## config.mk

```make
export PLATFORM = sky130hd
export DESIGN_NAME = aes128_ctr_seq
export DESIGN_NICKNAME = d
export VERILOG_FILES = /design/src/rtl/aes128_pkg.sv /design/src/rtl/aes128_ctr_inc.sv /design/src/rtl/aes128_ctr_seq.sv
export SDC_FILE = /design/constraint.sdc
export NUM_CORES = 1
export LEC_CHECK = 0
export ABC_AREA = 1
export CAP_MARGIN = 25
export CORE_AREA = 2 2 416 418
export CTS_BUF_LIST = sky130_fd_sc_hd__clkbuf_8 sky130_fd_sc_hd__clkbuf_16
export DETAILED_ROUTE_END_ITERATION = 7
export DIE_AREA = 0 0 418 420
export HOLD_SLACK_MARGIN = 0.12
export PLACE_DENSITY = 0.46
export SYNTH_ARGS = -nofsm -noshare
export SYNTH_HDL_FRONTEND = slang
export SYNTH_HIERARCHICAL = 1
export SYNTH_SLANG_ARGS = --single-unit
```

## constraint.sdc

```tcl
create_clock -name clk -period 1.9 [get_ports clk]
set_input_delay 0.19 -clock clk [delete_from_list [all_inputs] [get_ports clk]]
set_output_delay 0.19 -clock clk [all_outputs]
set_load 0.01 [all_outputs]
```

## src/rtl/aes128_pkg.sv

```systemverilog
// -----------------------------------------------------------------------------
// aes128_pkg
// Shared definitions for the AES-128 CTR stream sequencer.
//   - AES core mode encodings (ECB, CBC, CFB, OFB, CTR), 4 bits wide
//   - seq_state_t: state encoding of the sequencer FSM
// No ports (package).
// -----------------------------------------------------------------------------
package aes128_pkg;

    localparam logic [3:0] MODE_ECB = 4'd0;
    localparam logic [3:0] MODE_CBC = 4'd1;
    localparam logic [3:0] MODE_CFB = 4'd2;
    localparam logic [3:0] MODE_OFB = 4'd3;
    localparam logic [3:0] MODE_CTR = 4'd4;

    typedef enum logic [2:0] {
        ST_IDLE      = 3'd0,
        ST_FETCH     = 3'd1,
        ST_LAUNCH    = 3'd2,
        ST_WAIT_CORE = 3'd3,
        ST_DRAIN     = 3'd4,
        ST_GAP       = 3'd5
    } seq_state_t;

endpackage

```

## src/rtl/aes128_ctr_inc.sv

```systemverilog
// -----------------------------------------------------------------------------
// aes128_ctr_inc
// Combinational 128-bit counter-block increment. The all-ones block wraps
// to all-zeros (plain modulo 2^128 arithmetic).
// Ports:
//   value      in  128  current counter block
//   next_value out 128  value + 1 (mod 2^128)
// -----------------------------------------------------------------------------
module aes128_ctr_inc (
    input  logic [127:0] value,
    output logic [127:0] next_value
);

    assign next_value = value + 128'd1;

endmodule

```

## src/rtl/aes128_ctr_seq.sv

```systemverilog
// -----------------------------------------------------------------------------
// aes128_ctr_seq
// Sequences a stream of 128-bit blocks through an external AES core in CTR
// mode, one block in flight at a time. Key, IV, direction and block count
// are captured on start; the counter advances after each delivered result.
//
// Parameters:
//   TIMEOUT_CYCLES  max WAIT_CORE cycles without a core_ready rise (watchdog)
// Ports:
//   clk, rst_n                  clock, asynchronous active-low reset
//   start, decrypt, key, iv,    stream request and its settings (sampled with
//   nblocks                     start; nblocks = 0 is an empty stream)
//   in_valid/in_ready/in_data   input block handshake
//   out_valid/out_ready/out_data result block handshake
//   busy, done, err             status; done/err are one-cycle pulses
//   core_*                      AES core control, data and result
//
// Build option:
//   AES128_CTR_SEQ_TIMEOUT_EN   enables the WAIT_CORE watchdog and err pulse;
//                               without it err is constant 0 and the core is
//                               waited for indefinitely.
// -----------------------------------------------------------------------------
module aes128_ctr_seq
    import aes128_pkg::*;
#(
    parameter int TIMEOUT_CYCLES = 256
) (
    input  logic         clk,
    input  logic         rst_n,
    input  logic         start,
    input  logic         decrypt,
    input  logic [127:0] key,
    input  logic [127:0] iv,
    input  logic [15:0]  nblocks,
    input  logic         in_valid,
    output logic         in_ready,
    input  logic [127:0] in_data,
    output logic         out_valid,
    input  logic         out_ready,
    output logic [127:0] out_data,
    output logic         busy,
    output logic         done,
    output logic         err,
    output logic         core_cipher_en,
    output logic         core_decipher_en,
    output logic         core_chain_en,
    output logic [127:0] core_data_in,
    output logic [127:0] core_key,
    output logic [127:0] core_init_vector,
    output logic [3:0]   core_mode,
    output logic [15:0]  core_segment_len,
    input  logic [127:0] core_data_out,
    input  logic         core_ready
);

    seq_state_t   state, next_state;
    logic         decrypt_q;
    logic [127:0] key_q;
    logic [127:0] ctr_q;
    logic [127:0] ctr_next;
    logic [127:0] block_q;
    logic [127:0] result_q;
    logic [15:0]  remaining_q;
    logic         ready_q;
    logic         chain_q;
    logic         fetch_hs;
    logic         drain_hs;
    logic         core_rise;
    logic         timeout_hit;

    aes128_ctr_inc u_ctr_inc (
        .value      (ctr_q),
        .next_value (ctr_next)
    );

    assign fetch_hs  = (state == ST_FETCH) && in_valid;
    assign drain_hs  = (state == ST_DRAIN) && out_ready;
    // The core signals completion by a rising edge; a level left high from
    // an earlier operation must not be mistaken for a fresh result.
    assign core_rise = core_ready && !ready_q;

    always_ff @(posedge clk or negedge rst_n) begin
        if (!rst_n) begin
            state <= ST_IDLE;
        end else begin
            state <= next_state;
        end
    end

    always_comb begin
        next_state       = state;
        in_ready         = 1'b0;
        out_valid        = 1'b0;
        core_cipher_en   = 1'b0;
        core_decipher_en = 1'b0;
        case (state)
            ST_IDLE: begin
                if (start) begin
                    next_state = (nblocks == 16'd0) ? ST_GAP : ST_FETCH;
                end
            end
            ST_FETCH: begin
                in_ready = 1'b1;
                if (in_valid) begin
                    next_state = ST_LAUNCH;
                end
            end
            ST_LAUNCH: begin
                core_cipher_en   = !decrypt_q;
                core_decipher_en = decrypt_q;
                next_state       = ST_WAIT_CORE;
            end
            ST_WAIT_CORE: begin
                if (core_rise) begin
                    next_state = ST_DRAIN;
                end else if (timeout_hit) begin
                    next_state = ST_GAP;
                end
            end
            ST_DRAIN: begin
                out_valid = 1'b1;
                if (out_ready) begin
                    next_state = (remaining_q == 16'd1) ? ST_GAP : ST_FETCH;
                end
            end
            ST_GAP: begin
                next_state = ST_IDLE;
            end
            default: begin
                next_state = ST_IDLE;
            end
        endcase
    end

    // Stream context and datapath registers. chain_q is registered from
    // next_state so it rises together with the first LAUNCH and stays up
    // across the FETCH cycles between blocks until the stream ends.
    always_ff @(posedge clk or negedge rst_n) begin
        if (!rst_n) begin
            decrypt_q   <= 1'b0;
            key_q       <= '0;
            ctr_q       <= '0;
            block_q     <= '0;
            result_q    <= '0;
            remaining_q <= '0;
            ready_q     <= 1'b0;
            chain_q     <= 1'b0;
        end else begin
            ready_q <= core_ready;
            if ((state == ST_IDLE) && start) begin
                decrypt_q   <= decrypt;
                key_q       <= key;
                ctr_q       <= iv;
                remaining_q <= nblocks;
            end
            if (fetch_hs) begin
                block_q <= in_data;
            end
            if ((state == ST_WAIT_CORE) && core_rise) begin
                result_q <= core_data_out;
            end
            if (drain_hs) begin
                ctr_q       <= ctr_next;
                remaining_q <= remaining_q - 16'd1;
            end
            if (next_state == ST_LAUNCH) begin
                chain_q <= 1'b1;
            end else if ((next_state == ST_GAP) || (next_state == ST_IDLE)) begin
                chain_q <= 1'b0;
            end
        end
    end

`ifdef AES128_CTR_SEQ_TIMEOUT_EN
    logic [31:0] wait_cnt;
    logic        abort_q;

    assign timeout_hit = (wait_cnt == 32'(TIMEOUT_CYCLES - 1));

    // Watchdog: counts WAIT_CORE cycles of the current block. abort_q marks
    // a GAP entered by timeout so that it reports err instead of done.
    always_ff @(posedge clk or negedge rst_n) begin
        if (!rst_n) begin
            wait_cnt <= '0;
            abort_q  <= 1'b0;
        end else begin
            if (state == ST_LAUNCH) begin
                wait_cnt <= '0;
            end else if (state == ST_WAIT_CORE) begin
                wait_cnt <= wait_cnt + 32'd1;
            end
            if ((state == ST_WAIT_CORE) && !core_rise && timeout_hit) begin
                abort_q <= 1'b1;
            end else if (state == ST_GAP) begin
                abort_q <= 1'b0;
            end
        end
    end

    assign done = (state == ST_GAP) && !abort_q;
    assign err  = (state == ST_GAP) && abort_q;
`else
    assign timeout_hit = 1'b0;
    assign done        = (state == ST_GAP);
    // No watchdog in this build, so err can never fire; a negative timeout
    // is not a meaningful setting and this folds to a constant zero.
    assign err         = (TIMEOUT_CYCLES < 0);
`endif

    assign busy             = (state != ST_IDLE);
    assign out_data         = result_q;
    assign core_chain_en    = chain_q;
    assign core_data_in     = block_q;
    assign core_key         = key_q;
    assign core_init_vector = ctr_q;
    assign core_mode        = (state == ST_IDLE) ? MODE_ECB : MODE_CTR;
    assign core_segment_len = 16'd0;

endmodule

```

After elaboration in Yosys (flattened, before gate mapping)
Cells that the tools add are included.
{ "totals": {"reg_bits": 534, "in_bits": 535, "out_inout_bits": 540, "elab_cells": 51} }
{ "classes": {"addsub": 2, "eq_ne": 8, "n_mux": 18, "reduce_logical": 14} }
{ "op_table": {"columns": ["cell", "n"], "rows": [
  ["$mux W128", 2],
  ["$add A128 B1 Y128 const B", 1],
  ["$mux W16", 2],
  ["$mux W3", 7],
  ["$eq A16 B1 Y1 const B", 1],
  ["$logic_not A16 Y1", 1],
  ["$sub A16 B1 Y16 const B", 1],
  ["$pmux W3 S5", 1],
  ["$eq A3 B2 Y1 const B", 3],
  ["$eq A3 B3 Y1 const B", 3],
  ["$logic_not A3 Y1", 2],
  ["$mux W1", 6],
  ["$logic_and A1 B1 Y1", 5],
  ["$reduce_bool A2 Y1", 2],
  ["$eq A3 B1 Y1 const B", 1],
  ["$reduce_bool A3 Y1", 1],
  ["$logic_not A1 Y1", 2],
  ["$logic_or A1 B1 Y1", 1]
]} }

Longest topological paths before layout
Gate-level depths: netlist of the first run.
{ "logic_depth": {"ltp_word": 8, "depth_mapped": 12, "depth_no_buf": 12} }

Hierarchy
Netlist of the first run, hierarchy kept.
{ "modules_own_cells": {"columns": ["mod", "instances", "cells_per_inst", "area_each_um2", "seq_area_each_um2"], "rows": [
  ["aes128_ctr_seq", 1, 2016, 21608.2, 13362.8],
  ["aes128_ctr_inc", 1, 1072, 4780.8, 0.0]
]} }

Least setup slack after synthesis of the first run
Ideal clock, no wire load.
{ "synth_timing": {"path_type": "reg2reg", "start": "reg ctr_q[0] (netlist: core_init_vector[0])", "end": "reg ctr_q[126] (netlist: core_init_vector[126])", "setup_time_ns": 0.121, "t_arrival_ns": 1.788, "required_time_ns": 1.779, "slack_ns": -0.009, "stages_incl_launch_ff": 13, "n_path_buf": 0, "period_less_slack_ns": 1.909, "cell_sequence": "dfrtp_1 -> ha_1 -> inv_1 -> nor2_4 -> nand2_2 -> nor2_4 -> nand2_4 -> nor2_8 -> nand2_1 -> nand2_1 -> nand2_1 -> nor2_1 -> o21ai_1"} }
{ "synth_via": {"elab_chain_len": 2} }
{ "synth_lines": {"columns": ["item", "line_no", "rtl"], "rows": [
  ["start: declaration", "aes128_ctr_seq.sv:59", "logic [127:0] ctr_q;"],
  ["start signal: assignment", "aes128_ctr_seq.sv:153", "ctr_q <= iv;"],
  ["start signal: assignment", "aes128_ctr_seq.sv:163", "ctr_q <= ctr_next;"],
  ["$add A128 B1 Y128", "aes128_ctr_inc.sv:14", "assign next_value = value + 128'd1;"],
  ["net ctr_next[126]", "aes128_ctr_seq.sv:60", "logic [127:0] ctr_next;"],
  ["$mux W128", "aes128_ctr_seq.sv:162", "if (drain_hs) begin"]
]} }
The timed path passes the listed nets, and every way through them passes these cells.
A chain may end at the register's enable or synchronous reset.

Final worst setup path of the first run
{ "layout_timing": {"start": "reg ctr_q[1] (netlist: core_init_vector[1])", "end": "reg ctr_q[127] (netlist: core_init_vector[127])"} }
Same word-level chain as after synthesis.

==> results of run 1 <==
==> power groups by stage <==
stage,clock (uW),combinational (uW),sequential (uW)
floorplan,0,9540,23400
global placement,0,34100,21300
detailed placement,0,34000,21400
CTS,14200,34600,21300
global route,14700,39300,22200
finish,13800,36800,21700
==> per-stage QoR <==
step | util | hold slack, ns | power, uW | cells | TNS [ns]
after CTS | 0.2932 | 0.1213 | 70120 | 7237 | -1.186
final | 0.3068 | 0.1676 | 72250 | 7322 | -0.7977
after global routing | 0.3066 | 0.1466 | 76200 | 7314 | -11.26
after detailed placement | 0.2508 | 0.2265 | 55400 | 6686 | -18.37
after floorplan | - | -0.1056 | 32890 | 3107 | 0
after global placement | 0.2508 | 0.2243 | 55390 | 6686 | -20.35
==> worst min-delay path: cells and delay by family <==
family,cells,cell delay [ns]
buffers and inverters,1,0.40
AND/OR/NAND/NOR,2,0.20
==> layer usage <==
| layer | wire length (um) | up-vias | GRT usage |
|---|---|---|---|
| met1 | 64090 | 14280 | 0.1993 |
| met3 | 10630 | 251 | 0.05133 |
| met2 | 85370 | 999 | 0.3144 |
| li1 | - | 13720 | - |
| met5 | 44 | - | 0.01111 |
| met4 | 6937 | 6 | 0.07581 |
==> worst paths after layout <==
check | to | slack, ns
setup / recovery | core_init_vector[127] | -0.09
hold / removal | core_key[122] | 0.17
setup reg to reg | core_init_vector[127] | -0.09
hold reg to reg | core_key[38] | 0.48
max in group asynchronous | core_init_vector[50] | 0.42
min in group asynchronous | core_data_in[41] | 0.41
==> layout by cell type, fill, tap and decap left out, types with 20 or more instances in the layout <==
master,instances
nand2_4,52
clkdlybuf4s50_1,800
o21ai_1,108
nand3_1,45
nand2_1,903
nor2_1,230
dfrtp_2,36
dfrtp_1,498
mux2_1,62
diode_2,28
nand3b_1,32
nor2_4,165
dlygate4sd2_1,225
mux2_2,157
xor2_1,39
a21oi_1,122
dlygate4sd3_1,354
buf_12,53
xnor2_1,21
mux2_4,37
nor2_2,96
buf_4,431
conb_1,20
inv_1,114
buf_6,48
clkbuf_16,85
nand2_2,161
o21ai_0,32
==> what timing repair did <==
item                       CTS  global route
pin swaps                   89           151
gates resized for setup    645           478
buffers inserted            60            44
hold endpoints to repair   783             0
setup endpoints to repair  339           200
hold buffers               355             0
cloned                       2            15
==> kinds of logic after synthesis <==
kind of cell,synth area share
AOI/OAI and AO/OA,0.05519
xor gates and xnor gates,0.02190
adders and majority gates,0.001423
buffers and inverters,0.04476
DFF,0.5064
muxes,0.1092
other,0.0001421
and+or+nand+nor,0.2610
==> registers in the layout (all words and copies together) (netlist names) <==
| register | cells |
|---|---|
| core_chain_en | 1 |
| core_data_in | 128 |
| core_init_vector | 128 |
| core_key | 128 |
| decrypt_q | 1 |
| out_data | 128 |
| ready_q | 1 |
| remaining_q | 16 |
| state | 3 |
==> layout make-up <==
cell class              count  area, um^2  area share
diodes                     28       70.07    0.001336
repair inverters            1       11.26   0.0002147
repair buffers           1955       19090      0.3640
flip-flops and latches    534       13410      0.2556
clock buffers              90        2072     0.03951
clock inverters            44       284.0    0.005415
well taps                2233        2794     0.05327
inverters                 103       439.2    0.008374
multi-input cells        2334       14280      0.2722
==> flow_summary.yaml, run 1 <==
logic_synthesis:
  ys.flop_type: "dfrtp_1"
  yosys.area.top_type: "dfrtp_1"
  syn_area_um2: 26390
  yosys-top-cells-count: "1101 x nand2_1, 534 x dfrtp_1, 458 x nor2_1, 157 x mux2_2, 133 x a21oi_1"
  yosysWarnings: 6
  netlist_instances: 3088
  syn_avg_cell_area_um2: 8.546
  yosysTopAreaCellShare: 0.5064
  synth_area_leaders: "dfrtp_1 51%, nand2_1 16%, mux2_2 6.7%"
  yosys_register_bits: 534
  yosysSeqAreaShare: 0.5064
  synth_most_common_cell: "nand2_1"
  synth-async-reset-ratio: 1.000
  synth_edf_count: 0
  synth.distinct_cells: 37
setup_path:
  r2r_start: "core_init_vector[1]"
  crit_cells: 14
  critPathKind: "reg2reg"
  worst-path-buf-inv: 3
  cpLargestDelayFamily: "simple AND/OR/NAND/NOR gates"
  cp_data_required_time_ns: 2.44
  worst-endpoint-arrival_ns: 2.53
  r2r_cells: 14
  cp-start-kind: "flop"
  cpMaxStageDelayCell: "dfrtp_1"
  critPathMaxStageDelay_ns: 0.38
  worstSetupStartpoint: "core_init_vector[1]"
  path_cells: "buf_4 > nand2_4 > nor2_4 > buf_6 > nand2_2 > nor2_4 > nand2_4 > nor2_4 > buf_6 > nand2_1 > nand2_1 > nand2_1 > nor2_2 > o21ai_1"
  cp_max_fo: 4
  worstSetupEndpointType: "flop"
timing:
  timing.slew.headroom: 0.4051
  fin_crit_ns: 1.985
  fin_crit_sh: 1.045
  maxSlewViolCount: 0
  rsz0062_at_grt: "yes"
  fmax_ghz: 0.5037
  hold_viol_final: 0
  fin_worst_skew_ns: 0.03666
  tightestPinTransition_ns: 0.8895
  setup_slack_ns: -0.08536
  setup_viol: 29
floorplan:
  die_area_um2: 175600
  std_cell_rows: 152
  start_util: 0.1543
  coreArea_um2: 171000
  die-height_um: 420
  io_pins: 1075
  chipWidth_um: 418
placement:
  routabilityCongestion: 0.9388
  numPortBuffers: 1054
  hpwl_mm: 130.0
  dp_slack_ns: -0.3554
  dpl_cell_area_um2: 42880
cells_and_area:
  drive_gt1_frac: 0.2802
  nets: 5540
  num-fill-cells: 17864
  area_growth_pct: 98.74
  fin_area_um2: 52450
worst_hold_path:
  min-delay-start: "key[122]"
  hold_depth: 3
  hp-class: "in2reg"
clock_tree:
  path_clk_slew_ns: 0.06
  h-tree-depth: 3
  cts_sinks: 534
  numCtsBuffers: 73
  cts_root_buf: "clkbuf_16"
  cts_tree: "yes"
  clock_path_buffers: 3
  clkLatencyLatePin_ns: 0.68
route:
  drt_iter0_drc: 1763
  ant_nets: 0
  wl_per_cell_um: 22.82
  num_vias: 29256
  viasPerCell: 3.996
  drt_wl_total_mm: 167.1
  dr.pass1.iters: 8
  drc: 0
grt:
  grt-ovfl-total: 0
  grt_pass1_vias: 30552
  grt_util_all_layers: 0.1787
  antenna_found_initial: 38
  grt_max_degree: 93
  grt_pass1_wl_mm: 224.7
power:
  power_density_nw_per_um2: 1378
  seq_power_share: 0.300
  vdd_drop_max_v: 0.0008392
  switching_share: 0.3998
  p_sw_uw: 28890
  p_comb_frac: 0.509
  p_leak_uw: 0.02357
  power.internal_uw: 43370
  p_clk_frac: 0.191
run_status:
  outcome: "finished with violations"
  violations: "setup timing"
run:
  maxCapViolations: 0
No activity file was read; power rests on OpenSTA's default activity.
==> inputs of run 2 (changes only) <==
--- a/config.mk
+++ b/config.mk
@@ -6,7 +6,6 @@
 export NUM_CORES = 1
 export LEC_CHECK = 0
 export ABC_AREA = 1
-export CAP_MARGIN = 25
 export CORE_AREA = 2 2 416 418
 export CTS_BUF_LIST = sky130_fd_sc_hd__clkbuf_8 sky130_fd_sc_hd__clkbuf_16
 export DETAILED_ROUTE_END_ITERATION = 7
==> results of run 2 <==
The final DEF is identical to that of run 1; final timing and power are the same.
==> inputs of run 3 (changes only) <==
--- a/config.mk
+++ b/config.mk
@@ -12,6 +12,7 @@
 export DIE_AREA = 0 0 418 420
 export HOLD_SLACK_MARGIN = 0.12
 export PLACE_DENSITY = 0.46
+export SKIP_CTS_REPAIR_TIMING = 1
 export SYNTH_ARGS = -nofsm -noshare
 export SYNTH_HDL_FRONTEND = slang
 export SYNTH_HIERARCHICAL = 1
==> flow_summary.yaml, run 3 (synthesized netlist as in run 1, its figures left out) <==
floorplan:
  std_cell_rows: 152
  chipWidth_um: 418
  io_pins: 1075
  start_util: 0.1543
  coreArea_um2: 171000
  die-height_um: 420
  die_area_um2: 175600
placement:
  place_inst: 6686
  dpl_cell_area_um2: 42880
  numPortBuffers: 1054
  routabilityCongestion: 0.9388
  hpwl_mm: 130.0
clock_tree:
  clkLatencyLatePin_ns: 0.67
  clock_path_buffers: 3
  cts_tree: "yes"
  h-tree-depth: 3
  numCtsBuffers: 73
  path_clk_slew_ns: 0.06
  cts_sinks: 534
  cts_root_buf: "clkbuf_16"
route:
  viasPerCell: 4.002
  drc: 0
  drt_wl_total_mm: 165.0
  wl_per_cell_um: 22.90
  drt_iter0_drc: 1643
  ant_nets: 0
  dr.pass1.iters: 5
  num_vias: 28838
grt:
  antenna_found_initial: 37
  grt_util_all_layers: 0.1733
  grt_pass1_vias: 27955
  grt_pass1_wl_mm: 215.2
  grt_max_degree: 93
  grt-ovfl-total: 0
setup_path:
  cp-start-kind: "flop"
  r2r_start: "core_init_vector[1]"
  r2r-end: "core_init_vector[102]"
  worst-endpoint-arrival_ns: 2.56
  worstSetupEndpointType: "flop"
  critPathKind: "reg2reg"
  r2r_cells: 14
  cp_data_required_time_ns: 2.43
  rrSetupSlack_ns: -0.13
  cp_max_fo: 5
run_status:
  violations: "setup timing"
  outcome: "finished with violations"
timing:
  setup_slack_ns: -0.1326
  rsz0062_at_grt: "yes"
  tightestPinTransition_ns: 1.092
  setup_viol: 35
  maxSlewViolCount: 0
  fin_worst_skew_ns: 0.03902
  fmax_ghz: 0.4920
  timing.slew.headroom: 0.2698
  fin_crit_ns: 2.033
  hold_viol_final: 0
  fin_crit_sh: 1.070
cells_and_area:
  nets: 5442
  area_growth_pct: 97.39
  layout_commonest_cell: "nand2_1"
  final_cells: 7206
  fin_area_um2: 52090
  final_cell_mix: "892 x nand2_1, 829 x clkdlybuf4s50_1, 492 x dfrtp_1"
  utilization: 0.3047
  drive_gt1_frac: 0.2762
  num-fill-cells: 17877
power:
  power_density_nw_per_um2: 1387
  vdd_drop_max_v: 0.0008447
  finalPower_uw: 72230
  p_leak_uw: 0.02474
worst_hold_path:
  hp-class: "in2reg"
  hold-path-endpoint: "core_key[110]"
  hold_depth: 3
  min-delay-start: "key[110]"
run:
  maxCapViolations: 0
[run 3: cell count changes in the layout (fill, tap and decap cells not counted), moves of 17 or more]
cell	previous run	this run
dlygate4sd2_1	225	0
dlymetal6s2s_1	14	217
dlygate4sd3_1	354	292
buf_4	431	394
clkdlybuf4s50_1	800	829
nand2_2	161	181
diode_2	28	10
nor2_4	165	148
[run 3: worst max-delay path, stage by stage (launching register included)]
cell and delay (ns):
dfrtp_1 0.38, ha_2 0.21, inv_2 0.05, nor2_4 0.14, buf_6 0.12, nand2_4 0.05, nor2_4 0.20, nand2_4 0.15
nor2_4 0.15, buf_12 0.14, nand2_4 0.05, nand2_1 0.06, nand2_1 0.04, nor2_1 0.09, o21ai_1 0.07
[run 3: through the flow]
step                      worst slack, ns  setup TNS, ns  hold slack, ns
final                             -0.1326         -1.561          0.1397
after global routing              -0.2515         -11.94          0.1186
after CTS                         -0.5628         -40.58         -0.5271
after detailed placement          -0.3554         -18.37          0.2265
after global placement            -0.3518         -20.35          0.2243
after floorplan                   0.05001              0         -0.1056
[run 3: final cells by class]
type / count / area, um^2 / share of cell area
timing repair buffer: 1857 / 18930 / 0.3634
multi-input combinational: 2335 / 14140 / 0.2715
antenna: 10 / 25.02 / 0.0004804
tap: 2233 / 2794 / 0.05364
clock inverter: 44 / 284.0 / 0.005453
clock buffer: 90 / 2072 / 0.03978
inverter: 103 / 425.4 / 0.008167
sequential: 534 / 13420 / 0.2575
[run 3: layer usage]
metal / part of all wire / global-route usage / up-vias / wire length [um]
met3: 0.069 / 0.05424 / 239 / 11350
li1: - / - / 13510 / -
met2: 0.52 / 0.3107 / 1009 / 85320
met5: 0.00055 / 0 / - / 90
met1: 0.38 / 0.1936 / 14066 / 63110
met4: 0.031 / 0.05538 / 14 / 5133
[run 3: worst max path at each step]
stage,slack (ns),startpoint,endpoint,cells after the start
floorplan,0.05,core_init_vector[1],core_init_vector[126],12
global placement,-0.35,core_init_vector[65],core_init_vector[112],11
detailed placement,-0.36,core_init_vector[65],core_init_vector[112],11
CTS,-0.56,state[2],in_ready,3
global route,-0.25,core_init_vector[1],core_init_vector[78],13
finish,-0.13,core_init_vector[1],core_init_vector[102],14
[run 3: report_power, final]
| group | internal (uW) | leakage (uW) | switching (uW) | total (uW) |
|---|---|---|---|---|
| registers | 17100 | 0.00646 | 4780 | 21900 |
| logic | 18800 | 0.0170 | 17800 | 36500 |
| clock network | 7890 | 0.00124 | 5920 | 13800 |
| total | 43800 | 0.0247 | 28500 | 72200 |
